File: config.mk
export PLATFORM = sky130hd
export DESIGN_NAME = seg_scan_controller
export DESIGN_NICKNAME = d
export VERILOG_FILES = /design/src/rtl/seg_pkg.sv /design/src/rtl/bcd_decoder.sv /design/src/rtl/scan_slot_timer.sv /design/src/rtl/seg_scan_controller.sv
export SDC_FILE = /design/constraint.sdc
export NUM_CORES = 1
export LEC_CHECK = 0
export ABC_CLOCK_PERIOD_IN_PS = 1800
export CORE_ASPECT_RATIO = 0.8
export CORE_MARGIN = 1.5
export CORE_UTILIZATION = 50
export DETAILED_ROUTE_END_ITERATION = 8
export PLACE_DENSITY = 0.78
export SETUP_SLACK_MARGIN = 0.02
export SKIP_CTS_REPAIR_TIMING = 1
export SYNTH_ARGS = -nofsm -noshare
export SYNTH_HDL_FRONTEND = slang
export SYNTH_SLANG_ARGS = --single-unit
File: constraint.sdc
create_clock -name clk -period 1.8 [get_ports clk]
set_input_delay 0.36 -clock clk [delete_from_list [all_inputs] [get_ports clk]]
set_output_delay 0.36 -clock clk [all_outputs]
set_load 0.05 [all_outputs]
File: src/rtl/seg_pkg.sv
// Shared constants and types for the seven-segment scan controller.
package seg_pkg;

  // Segment pattern with every segment dark (active-low bus)
  localparam logic [6:0] SEG_BLANK = 7'h7F;

  // Level of a single anode line when its digit is switched off (active-low)
  localparam logic ANODE_OFF = 1'b1;

  typedef enum logic {
    ST_BLANK = 1'b0,
    ST_SHOW  = 1'b1
  } state_t;

  // Width needed to count 0 .. div-1, never less than one bit
  function automatic int slot_cnt_width(input int div);
    return (div > 1) ? $clog2(div) : 1;
  endfunction

endpackage

File: src/rtl/bcd_decoder.sv
// BCD to active-low seven-segment decoder (bit6 = g .. bit0 = a).
// Nibbles above 9 produce a dark digit.
module bcd_decoder
  import seg_pkg::*;
(
  input  logic [3:0] bcd,
  output logic [6:0] seg
);

  // Pure lookup from nibble to segment pattern
  always_comb begin
    seg = SEG_BLANK;
    case (bcd)
      4'd0:    seg = 7'b1000000;
      4'd1:    seg = 7'b1111001;
      4'd2:    seg = 7'b0100100;
      4'd3:    seg = 7'b0110000;
      4'd4:    seg = 7'b0011001;
      4'd5:    seg = 7'b0010010;
      4'd6:    seg = 7'b0000010;
      4'd7:    seg = 7'b1111000;
      4'd8:    seg = 7'b0000000;
      4'd9:    seg = 7'b0010000;
      default: seg = SEG_BLANK;
    endcase
  end

endmodule

File: src/rtl/scan_slot_timer.sv
// Free-running digit slot timer. Each slot is REFRESH_DIV cycles long;
// blank_end marks the last dead-time cycle, slot_end the last cycle of the slot.
module scan_slot_timer
  import seg_pkg::*;
#(
  parameter int REFRESH_DIV  = 50000,
  parameter int BLANK_CYCLES = 500
) (
  input  logic clk,
  input  logic rst_n,
  output logic blank_end,
  output logic slot_end
);

  localparam int CW = slot_cnt_width(REFRESH_DIV);

  logic [CW-1:0] cnt;

  assign blank_end = (cnt == CW'(BLANK_CYCLES - 1));
  assign slot_end  = (cnt == CW'(REFRESH_DIV - 1));

  // Count through the slot and wrap back to zero so slots follow back to back
  always_ff @(posedge clk or negedge rst_n) begin
    if (!rst_n) begin
      cnt <= '0;
    end else if (slot_end) begin
      cnt <= '0;
    end else begin
      cnt <= cnt + CW'(1);
    end
  end

endmodule

File: src/rtl/seg_scan_controller.sv
// Time-multiplexes NUM_DIGITS BCD digits onto one common-anode seven-segment bus.
// Every slot starts with all anodes off (anti-ghosting) before the digit is shown.
// New digit values are double buffered and only switch in at frame boundaries.
module seg_scan_controller
  import seg_pkg::*;
#(
  parameter int NUM_DIGITS   = 4,
  parameter int REFRESH_DIV  = 50000,
  parameter int BLANK_CYCLES = 500
) (
  input  logic                    clk,
  input  logic                    rst_n,
  input  logic [4*NUM_DIGITS-1:0] digits_in,
  input  logic                    load,
  input  logic                    blank_lz,
  output logic [6:0]              seg_out,
  output logic [NUM_DIGITS-1:0]   an_out,
  output logic                    frame_done
);

  localparam int IDX_W = (NUM_DIGITS > 1) ? $clog2(NUM_DIGITS) : 1;
  localparam logic [IDX_W-1:0] LAST_IDX = IDX_W'(NUM_DIGITS - 1);

  state_t                  state;
  logic [IDX_W-1:0]        idx;
  logic                    slot_blank;
  logic [4*NUM_DIGITS-1:0] pending;
  logic [4*NUM_DIGITS-1:0] active;

  logic                    blank_end;
  logic                    slot_end;
  logic                    frame_end;
  logic [3:0]              cur_digit;
  logic [6:0]              dec_seg;
  logic [NUM_DIGITS-1:0]   an_sel;
  logic                    lz_hit;

  scan_slot_timer #(
    .REFRESH_DIV (REFRESH_DIV),
    .BLANK_CYCLES(BLANK_CYCLES)
  ) u_timer (
    .clk      (clk),
    .rst_n    (rst_n),
    .blank_end(blank_end),
    .slot_end (slot_end)
  );

  // The one decoder on the board is shared by all digits through the idx mux
  bcd_decoder u_decoder (
    .bcd(cur_digit),
    .seg(dec_seg)
  );

  assign frame_end = (state == ST_SHOW) && slot_end && (idx == LAST_IDX);

  // Select the current digit, its anode, and whether it is a leading zero
  always_comb begin
    cur_digit = 4'd0;
    an_sel    = {NUM_DIGITS{ANODE_OFF}};
    lz_hit    = 1'b1;
    for (int i = 0; i < NUM_DIGITS; i++) begin
      if (idx == IDX_W'(i)) begin
        cur_digit = active[4*i +: 4];
        an_sel[i] = ~ANODE_OFF;
      end
      if ((IDX_W'(i) >= idx) && (active[4*i +: 4] != 4'd0)) begin
        lz_hit = 1'b0;
      end
    end
    if (idx == '0) begin
      lz_hit = 1'b0;
    end
  end

  // Capture loads into pending; promote to active only when a frame ends
  always_ff @(posedge clk or negedge rst_n) begin
    if (!rst_n) begin
      pending <= '0;
      active  <= '0;
    end else begin
      if (frame_end) begin
        active <= load ? digits_in : pending;
      end
      if (load) begin
        pending <= digits_in;
      end
    end
  end

  // Scan FSM stepping BLANK/SHOW per slot, with outputs registered one cycle behind state
  always_ff @(posedge clk or negedge rst_n) begin
    if (!rst_n) begin
      state      <= ST_BLANK;
      idx        <= '0;
      slot_blank <= 1'b0;
      an_out     <= {NUM_DIGITS{ANODE_OFF}};
      seg_out    <= SEG_BLANK;
      frame_done <= 1'b0;
    end else begin
      if ((state == ST_SHOW) && !slot_blank) begin
        an_out  <= an_sel;
        seg_out <= dec_seg;
      end else begin
        an_out  <= {NUM_DIGITS{ANODE_OFF}};
        seg_out <= SEG_BLANK;
      end
      frame_done <= frame_end;

      case (state)
        ST_BLANK: begin
          if (blank_end) begin
            state      <= ST_SHOW;
            slot_blank <= blank_lz && lz_hit;
          end
        end
        ST_SHOW: begin
          if (slot_end) begin
            state <= ST_BLANK;
            idx   <= (idx == LAST_IDX) ? '0 : idx + IDX_W'(1);
          end
        end
        default: state <= ST_BLANK;
      endcase
    end
  end

endmodule

### Word level (Yosys, flattened, before mapping)

Memory sizes are Yosys's and may differ from the RTL's.
Index checks and enable logic that the tools add are counted.

* memory bits (read-only): 112
* logic and storage cells: 59
* output and inout port bits: 12
* register bits: 64
* input bits: 20
* memories kept: 1

* reductions and logical operators: 16
* muxes and demuxes: 21
* $lt $le $gt $ge: 4
* add/subtract/negate cells: 2
* bitwise logic cells: 1
* eq/ne operators: 5

Memory list
* (name not given): words 16, bits a word 7, rd ports 1, clocked after Yosys merged registers in 0, wr ports 0, line bcd_decoder.sv:13 `case (bcd)`

Operators by type and width (count)
* two-way mux 16 bit: 2
* two-way mux 4 bit: 5
* adder 16 x 1 -> 16 bit (second input constant): 1
* equality test 16 bit (second input constant): 1
* equality test 16 x 9 -> 1 bit (second input constant): 1
* nonzero test 4 bit: 4
* two-way mux 1 bit: 11
* logical AND 1 bit: 8
* two-way mux 7 bit: 1
* equality test 2 bit (second input constant): 2
* >= comparator 1 x 2 -> 1 bit (first input constant): 2
* >= comparator 2 bit (first input constant): 2
* AND reduction 2 bit: 2
* adder 2 x 1 -> 2 bit (second input constant): 1
* equality test 2 x 1 -> 1 bit (second input constant): 1
* zero test 2 bit: 1
* two-way mux 2 bit: 1
* one-hot mux 1 bit (2 select lines): 1
* zero test 1 bit: 1
* inverter 1 bit: 1

### Depth between registers and ports, before layout

Gate-level depths: netlist (run 1).

* depth after elaboration: 8
* mapped depth: 10
* depth with buffers taken out: 9

### Cells and area by module

From an unflattened synthesis (run 1), not the netlist that was laid out.

* cells, all modules: 245
* area, all modules: 2925.3 um^2

Modules (own cells, without submodules)
* seg_scan_controller: area an instance 1949.4 um^2, cells each 141, seq. area each 1214.9 um^2, instances 1
* scan_slot_timer: area an instance 775.7 um^2, cells each 73, seq. area each 400.4 um^2, instances 1
* bcd_decoder: area an instance 200.2 um^2, cells each 31, seq. area each 0.0 um^2, instances 1

### Least setup slack after synthesis (run 1)

Ideal clock, no wire load.

* kind: reg-to-reg
* from: reg u_timer.cnt[11]
* to: reg active[10]
* cell stages (with the launch flop): 7
* path buffers: 2
* slack: -0.152 ns
* arrival time: 1.827 ns
* data required time: 1.675 ns
* clock period less this slack: 1.952 ns
* library setup time: 0.125 ns
* path through: dfrtp_1 nor4_2 nand2_1 or4_4 buf_6 buf_12 mux2_4

* word-level cells in the longest chain between the ends: 3

RTL lines
* from (decl): line scan_slot_timer.sv:17 `logic [CW-1:0] cnt;`
* from (signal assigned): line scan_slot_timer.sv:29 `cnt <= cnt + CW'(1);`
* equality test 16 bit: line scan_slot_timer.sv:20 `assign slot_end = (cnt == CW'(REFRESH_DIV - 1));`
* logical AND 1 bit (2 in series): line seg_scan_controller.sv:54 `assign frame_end = (state == ST_SHOW) && slot_end && (idx == LAST_IDX);`
* to (signal assigned): line seg_scan_controller.sv:82 `active <= load ? digits_in : pending;`
* to (decl): line seg_scan_controller.sv:28 `logic [4*NUM_DIGITS-1:0] active;`

No other way between the ends.
A chain may end at the register's enable or synchronous reset.

### Worst setup path after layout (run 1)

* from: reg u_timer.cnt[12]
* to: reg active[11]

Same word-level chain as after synthesis.

==> summary.md, run 1 <==
## Synthesis
• netlist area before placement: 2937 sq um
• post-synthesis cell type with the largest combined area: sky130_fd_sc_hd__dfrtp_1
• Synth top area share: 45.16%
• Synth cell types: 47
• Yosys warning count: 0
• leading post-synthesis cells by cell area: sky130_fd_sc_hd__dfrtp_1 (45%), sky130_fd_sc_hd__dfstp_2 (9.8%), sky130_fd_sc_hd__mux2_2 (9.6%)
• Most used DFF post-synth: sky130_fd_sc_hd__dfrtp_1
• mean instance size in the synthesized netlist: 12.60 sq um
• Synth async-reset ratio: 100.0%
• Mapped Cells: 233
• share of the yosys chip area belonging to registers: 55.01%
• nets in the synthesized netlist: 260
• synthesized flop and latch total: 64
• number of flops mapped to enable cells by yosys: 0

## Job
• max_cap viols: 0

## Clocking
• maximum buffer depth of the clock tree: 2
• TritonCTS buffer count: 9
• clock net sink count: 64
• clock insertion delay at the later pin of the skew report: 0.34 ns
• level count of the clock H-tree: 3
• Clock Root Buffer: sky130_fd_sc_hd__clkbuf_8
• TritonCTS clock tree: done
• post-CTS clock slew at the launch and capture registers of the worst setup and hold paths: 0.07 ns

## Power and ir drop
• total leakage power: 0.001738 uW
• part of the total power dissipated in sequential elements: 52.2%
• Peak supply drop: 0.0005490 V
• Total Power Consumption: 2916 uW
• clock network fraction of design power: 39.8%
• part of the power in combinational logic: 8.0%
• switching part of the total: 22.65%
• internal power of the cells: 2255 uW
• total power divided by cell area: 742.2 nW/um^2
• switching pwr: 660.4 uW

## Critical path
• Data required, critical path: 2.02 ns
• delay of the slowest cell on the worst path: 0.62 ns
• startpoint-to-endpoint class of the critical path: flip-flop to flip-flop
• capture point of the worst reg-to-reg path: active[11]
• critical path, cell by cell: nor4_2, nand2_1, or4_4, mux2_4
• CP startpoint kind: flip-flop
• number of buffers and inverters on the critical path: 0
• CP top delay family: simple AND/OR/NAND/NOR gates
• slack of the worst reg-to-reg path: -0.12 ns
• Crit. End Element: flip-flop
• start of the worst register-to-register path: u_timer.cnt[12]
• Crit-path slowest cell: sky130_fd_sc_hd__or4_4
• FF-to-FF path depth: 4
• Arr. time, crit path: 2.14 ns
• maximum fanout along the worst path: 8

## Floorplan
• I/O pin total: 32
• die extent in y: 71.55 um
• width of the die: 88.68 um
• number of rows in the core area: 24
• overall die area: 6345 sq um
• starting utilization of the core area: 52.86%
• placeable core region: 5555 sq um

## Timing
• fmax: 0.5206 GHz
• actual slew at the worst max-slew pin: 0.6424 ns
• post-layout min period: 1.921 ns
• final setup fails: 21
• Hold WS: 0.01988 ns
• share of the clock period used by the worst path after layout: 106.7%
• setup repair after global routing missed its margin: true
• number of max-slew violations in the final report: 0
• total negative setup slack: -1.783 ns
• maximum clock skew at final layout: 0.005421 ns
• number of hold violations in the final report: 0
• minimum setup slack in the final design: -0.1210 ns
• Worst slew margin: 57.09%

## Run status
• run status: finished with violations
• violations in the final reports: negative setup slack

## Route
• First-pass DRT Iterations: 4
• Vias per Instance: 5.292
• routed length per placed instance: 16.46 um
• # DRC: 0
• total routed wirelength: 6420 um
• initial DRC count: 89
• DRT antenna net count: 0
• total number of vias: 2064

## Global route
• vias in the first global route: 2009
• largest net degree at the start of global routing: 65
• met2 track demand over resource in global routing: 31.57%
• residual overflow from global routing: 0
• first-pass GRT wire length: 9653 um
• overall fraction of global-route tracks in use: 20.56%
• initial antenna violation count: 0
• met1 usage: 27.52%
• most used routing layer in global routing: met2
• met3 usage: 6.682%

## Finish
• multi-input logic area: 1415 sq um
• most common library cell in the layout ignoring fill and taps: sky130_fd_sc_hd__dfrtp_1
• highest-count cells in the layout ignoring fill and taps: sky130_fd_sc_hd__dfrtp_1 (51), sky130_fd_sc_hd__buf_4 (45), sky130_fd_sc_hd__mux2_2 (25)
• share of final-layout standard cells stronger than drive strength 1: 48.72%
• Layout fillers: 399
• antenna diode count: 0
• NumNets Final: 334
• storage element area: 1618 sq um
• area added between synthesis and finish: 33.79%

## Placed design
• Final HPWL DP: 4129 um
• Setup Slack @ Placement: -0.2512 ns
• routability cong.: 0.8670
• port buffer count: 31

## Min path
• Hold/Removal Path Class: input port to async pin

==> cell usage after synthesis (all sizes together) (3+ instances only) <==
cell and count:
a21oi 4, and3 5, buf 3, clkbuf 4, dfrtp 53, dfstp 11, ha 7, inv 4
mux2 35, nand2 19, nand2b 3, nand3 8, nand4 3, nor2 17, nor4 5, o21ai 4
o22ai 3, xnor2 10, xor2 4
==> power groups by stage <==
stage          Sequential [uW]  Clock, uW  Combinational, uW
5_1_grt                   1530       1260                254
2_1_floorplan             1530          0                115
3_3_place_gp              1540          0                209
4_1_cts                   1520       1190                219
3_5_place_dp              1550          0                217
6_report                  1520       1160                232
==> how the worst max path moves through the flow <==
stage	end	start	cells past startpoint
final	active[11]	u_timer.cnt[12]	4
after global routing	seg_out[3]	idx[0]	7
after CTS	active[11]	u_timer.cnt[11]	4
after detailed placement	slot_blank	blank_lz	4
after global placement	slot_blank	blank_lz	4
after floorplan	active[10]	u_timer.cnt[11]	6
==> registers in the layout, summed over array words and instances, names as in the netlist, 2 cells and up <==
name         count
active          16
an_out           4
idx              2
pending         16
seg_out          7
u_timer.cnt     16
==> per-stage QoR <==
step / utilization (%) / cell area (sq um) / instances
6_report: 70.72 / 3929 / 390
5_1_grt: 70.72 / 3929 / 390
4_1_cts: 67.05 / 3725 / 382
3_5_place_dp: 63.67 / 3537 / 366
3_3_place_gp: 63.67 / 3537 / 366
2_1_floorplan: - / 2975 / 233
==> layer usage <==
metal,vias to the layer above,part of all wire [%]
li1,980,-
met5,-,0
met1,1017,44
met2,57,50
met4,0,1.6
met3,10,4.8
==> cell type report <==
cell class | instances | share of cell area, %
multi-input combinational | 159 | 36.02
inverter | 4 | 0.5096
tap | 78 | 2.484
timing repair buffer | 69 | 15.03
clock buffer | 10 | 3.248
clock inverter | 6 | 1.529
sequential | 64 | 41.18
==> cell families after synthesis <==
kind of cell / count (synthesis) / synth area share, %
AND/OR/NAND/NOR: 78 / 14.61
flip-flops: 64 / 55.01
multiplexers: 35 / 14.70
AO/OA/AOI/OAI: 24 / 5.709
XOR/XNOR: 14 / 4.175
buffers and inverters: 11 / 2.812
adder cells (fa/ha/maj): 7 / 2.982
No activity file was read; power rests on OpenSTA's default activity.
==> inputs of run 2 (changes only) <==
- CORE_MARGIN: 1.5 -> unset
==> run 2 against run 1 <==
  * The run still ends with negative setup slack left
  * Clock power up 16%
  * Flip-flop and latch count unchanged
  * Hold slack worse by 0.0014 ns
  * Count of clock-buffer cells in the layout unchanged
  * Non-clock buffer count down 6
  * Critical endpoint is now seg_out[3]
  * First-iteration DRC count up 38%
  * Highest routed layer unchanged
  * Worst setup slack worse by 0.076 ns
  * Critical path type unchanged
  * Via count up 1.7%
  * Wire length down 4.5%
  * Largest power group unchanged
  * Combinational power down 4%
  * Sequential power about the same
  * Die area down 2.5%
==> summary.md, run 2 (same netlist as run 1, synthesis figures left out) <==
## Floorplan
• number of rows in the core area: 24, unchanged
• die extent in y: 70.55 um, was 71.55 um
• overall die area: 6185 sq um, was 6345 sq um
• placeable core region: 5555 sq um, unchanged
• I/O pin total: 32, unchanged
• width of the die: 87.68 um, was 88.68 um
• starting utilization of the core area: 52.86%, unchanged

## Critical path
• Crit. End Element: flip-flop, unchanged
• Critical Path End: seg_out[3], was active[11]
• CP startpoint kind: flip-flop, unchanged
• FF-to-FF path depth: 7, was 4
• worst setup path start: idx[0], was u_timer.cnt[12]
• startpoint-to-endpoint class of the critical path: flip-flop to flip-flop, unchanged
• Data required, critical path: 2.08 ns, was 2.02 ns
• Arr. time, crit path: 2.27 ns, was 2.14 ns
• maximum fanout along the worst path: 5, was 8
• slack of the worst reg-to-reg path: -0.20 ns, was -0.12 ns
• capture point of the worst reg-to-reg path: seg_out[3], was active[11]
• start of the worst register-to-register path: idx[0], was u_timer.cnt[12]

## Placed design
• routability cong.: 0.8605, was 0.8670
• port buffer count: 31, unchanged
• # placed instances: 364, was 366
• Final HPWL DP: 3904 um, was 4129 um

## Route
• First-pass DRT Iterations: 4, unchanged
• Vias per Instance: 5.469, was 5.292
• DRT antenna net count: 0, unchanged
• total number of vias: 2100, was 2064
• routed length per placed instance: 15.96 um, was 16.46 um
• total routed wirelength: 6128 um, was 6420 um
• initial DRC count: 123, was 89
• # DRC: 0, unchanged

## Finish
• most common library cell in the layout ignoring fill and taps: sky130_fd_sc_hd__dfrtp_1, unchanged
• share of final-layout standard cells stronger than drive strength 1: 48.37%, was 48.72%
• NumNets Final: 328, was 334
• antenna diode count: 0, unchanged
• highest-count cells in the layout ignoring fill and taps: sky130_fd_sc_hd__dfrtp_1 (50), sky130_fd_sc_hd__buf_4 (42), sky130_fd_sc_hd__mux2_2 (25), was sky130_fd_sc_hd__dfrtp_1 (51), sky130_fd_sc_hd__buf_4 (45), sky130_fd_sc_hd__mux2_2 (25)
• final standard cell count with taps included and fillers excluded: 384, was 390
• registers with the highest flip-flop counts: active x16, pending x16, u_timer.cnt x16, unchanged
• area added between synthesis and finish: 33.11%, was 33.79%

## Global route
• first-pass GRT wire length: 9453 um, was 9653 um
• overall fraction of global-route tracks in use: 20.46%, was 20.56%
• vias in the first global route: 2027, was 2009
• largest net degree at the start of global routing: 65, unchanged
• initial antenna violation count: 0, unchanged
• residual overflow from global routing: 0, unchanged

## Timing
• setup repair after global routing missed its margin: true, unchanged
• number of hold violations in the final report: 0, unchanged
• actual slew at the worst max-slew pin: 0.5073 ns, was 0.6424 ns
• fmax: 0.5008 GHz, was 0.5206 GHz
• post-layout min period: 1.997 ns, was 1.921 ns
• number of max-slew violations in the final report: 0, unchanged
• minimum setup slack in the final design: -0.1967 ns, was -0.1210 ns
• total negative setup slack: -2.028 ns, was -1.783 ns
• final setup fails: 22, was 21
• maximum clock skew at final layout: 0.01353 ns, was 0.005421 ns
• Worst slew margin: 66.11%, was 57.09%
• share of the clock period used by the worst path after layout: 110.9%, was 106.7%

## Run status
• violations in the final reports: negative setup slack, unchanged
• run status: finished with violations, unchanged

## Clocking
• TritonCTS buffer count: 9, unchanged
• TritonCTS clock tree: done, unchanged
• level count of the clock H-tree: 3, unchanged
• post-CTS clock slew at the launch and capture registers of the worst setup and hold paths: 0.07 ns, about the same
• maximum buffer depth of the clock tree: 2, unchanged
• Clock Root Buffer: sky130_fd_sc_hd__clkbuf_8, unchanged
• clock net sink count: 64, unchanged
• clock insertion delay at the later pin of the skew report: 0.35 ns, was 0.34 ns

## Job
• max_cap viols: 0, unchanged

## Min path
• Hold/Removal Path Class: input port to async pin, unchanged

## Power and ir drop
• total power divided by cell area: 791.3 nW/um^2, was 742.2 nW/um^2
• Peak supply drop: 0.0007720 V, was 0.0005490 V
• total leakage power: 0.001718 uW, was 0.001738 uW

==> run 2: cell count changes in the layout (fill, tap and decap cells not counted), moves of 2 or more <==
cell,change
sky130_fd_sc_hd__buf_4,-3
sky130_fd_sc_hd__a22oi_1,+2
sky130_fd_sc_hd__a22oi_2,-2
sky130_fd_sc_hd__buf_6,-2
==> run 2: worst min path at each step <==
stage	start	endpoint	slack [ns]	depth (start not counted)
CTS	rst_n	pending[2]	0.03	2
global route	rst_n	pending[15]	0.04	2
detailed placement	rst_n	pending[2]	0.40	2
finish	rst_n	pending[15]	0.02	2
global placement	rst_n	pending[0]	0.39	2
floorplan	rst_n	active[0]	0.06	0
==> run 2: stage by stage <==
step	setup WS (ns)	hold WS, ns	area (sq um)	utilization, %	total power [uW]
final	-0.1967	0.01852	3909	70.36	3093
after global routing	-0.2267	0.04047	3909	70.36	3206
after CTS	-0.2126	0.02740	3742	67.36	3111
after detailed placement	-0.1746	0.3968	3522	63.40	1758
after global placement	-0.1845	0.3930	3522	63.40	1749
after floorplan	-0.1524	0.06441	2975	-	1649
==> run 2: report_power, final <==
group          internal, uW  total (uW)  switching [uW]  leakage, uW
Clock                   809        1350             540     0.000112
Sequential             1490        1520            28.7     0.000783
Combinational           125         222            96.3     0.000823
==> run 2: worst max-delay path, cell delays in order (launching register included) <==
cell,delay [ns]
sky130_fd_sc_hd__dfrtp_2,0.49
sky130_fd_sc_hd__inv_4,0.11
sky130_fd_sc_hd__ha_4,0.17
sky130_fd_sc_hd__or3b_4,0.40
sky130_fd_sc_hd__o21ai_4,0.08
sky130_fd_sc_hd__a31oi_4,0.07
sky130_fd_sc_hd__or4_4,0.50
sky130_fd_sc_hd__nand3b_1,0.10
==> run 2: area by class of cell <==
type | instances | area, sq um
clock buffer | 10 | 137.6
clock inverter | 6 | 82.58
fill | 375 | 1647
inverter | 4 | 21.27
multi-input combinational | 159 | 1410
sequential | 64 | 1619
tap | 78 | 97.59
timing repair buffer | 63 | 540.5
==> run 2: layer usage <==
layer  vias to the layer above  global-route usage [%]  wire [um]
met5                         -                       0          0
met4                         0                   9.654        147
met3                        15                   6.418        338
met2                        72                   29.69       2899
met1                      1045                   28.13       2743
li1                        968                       -          -
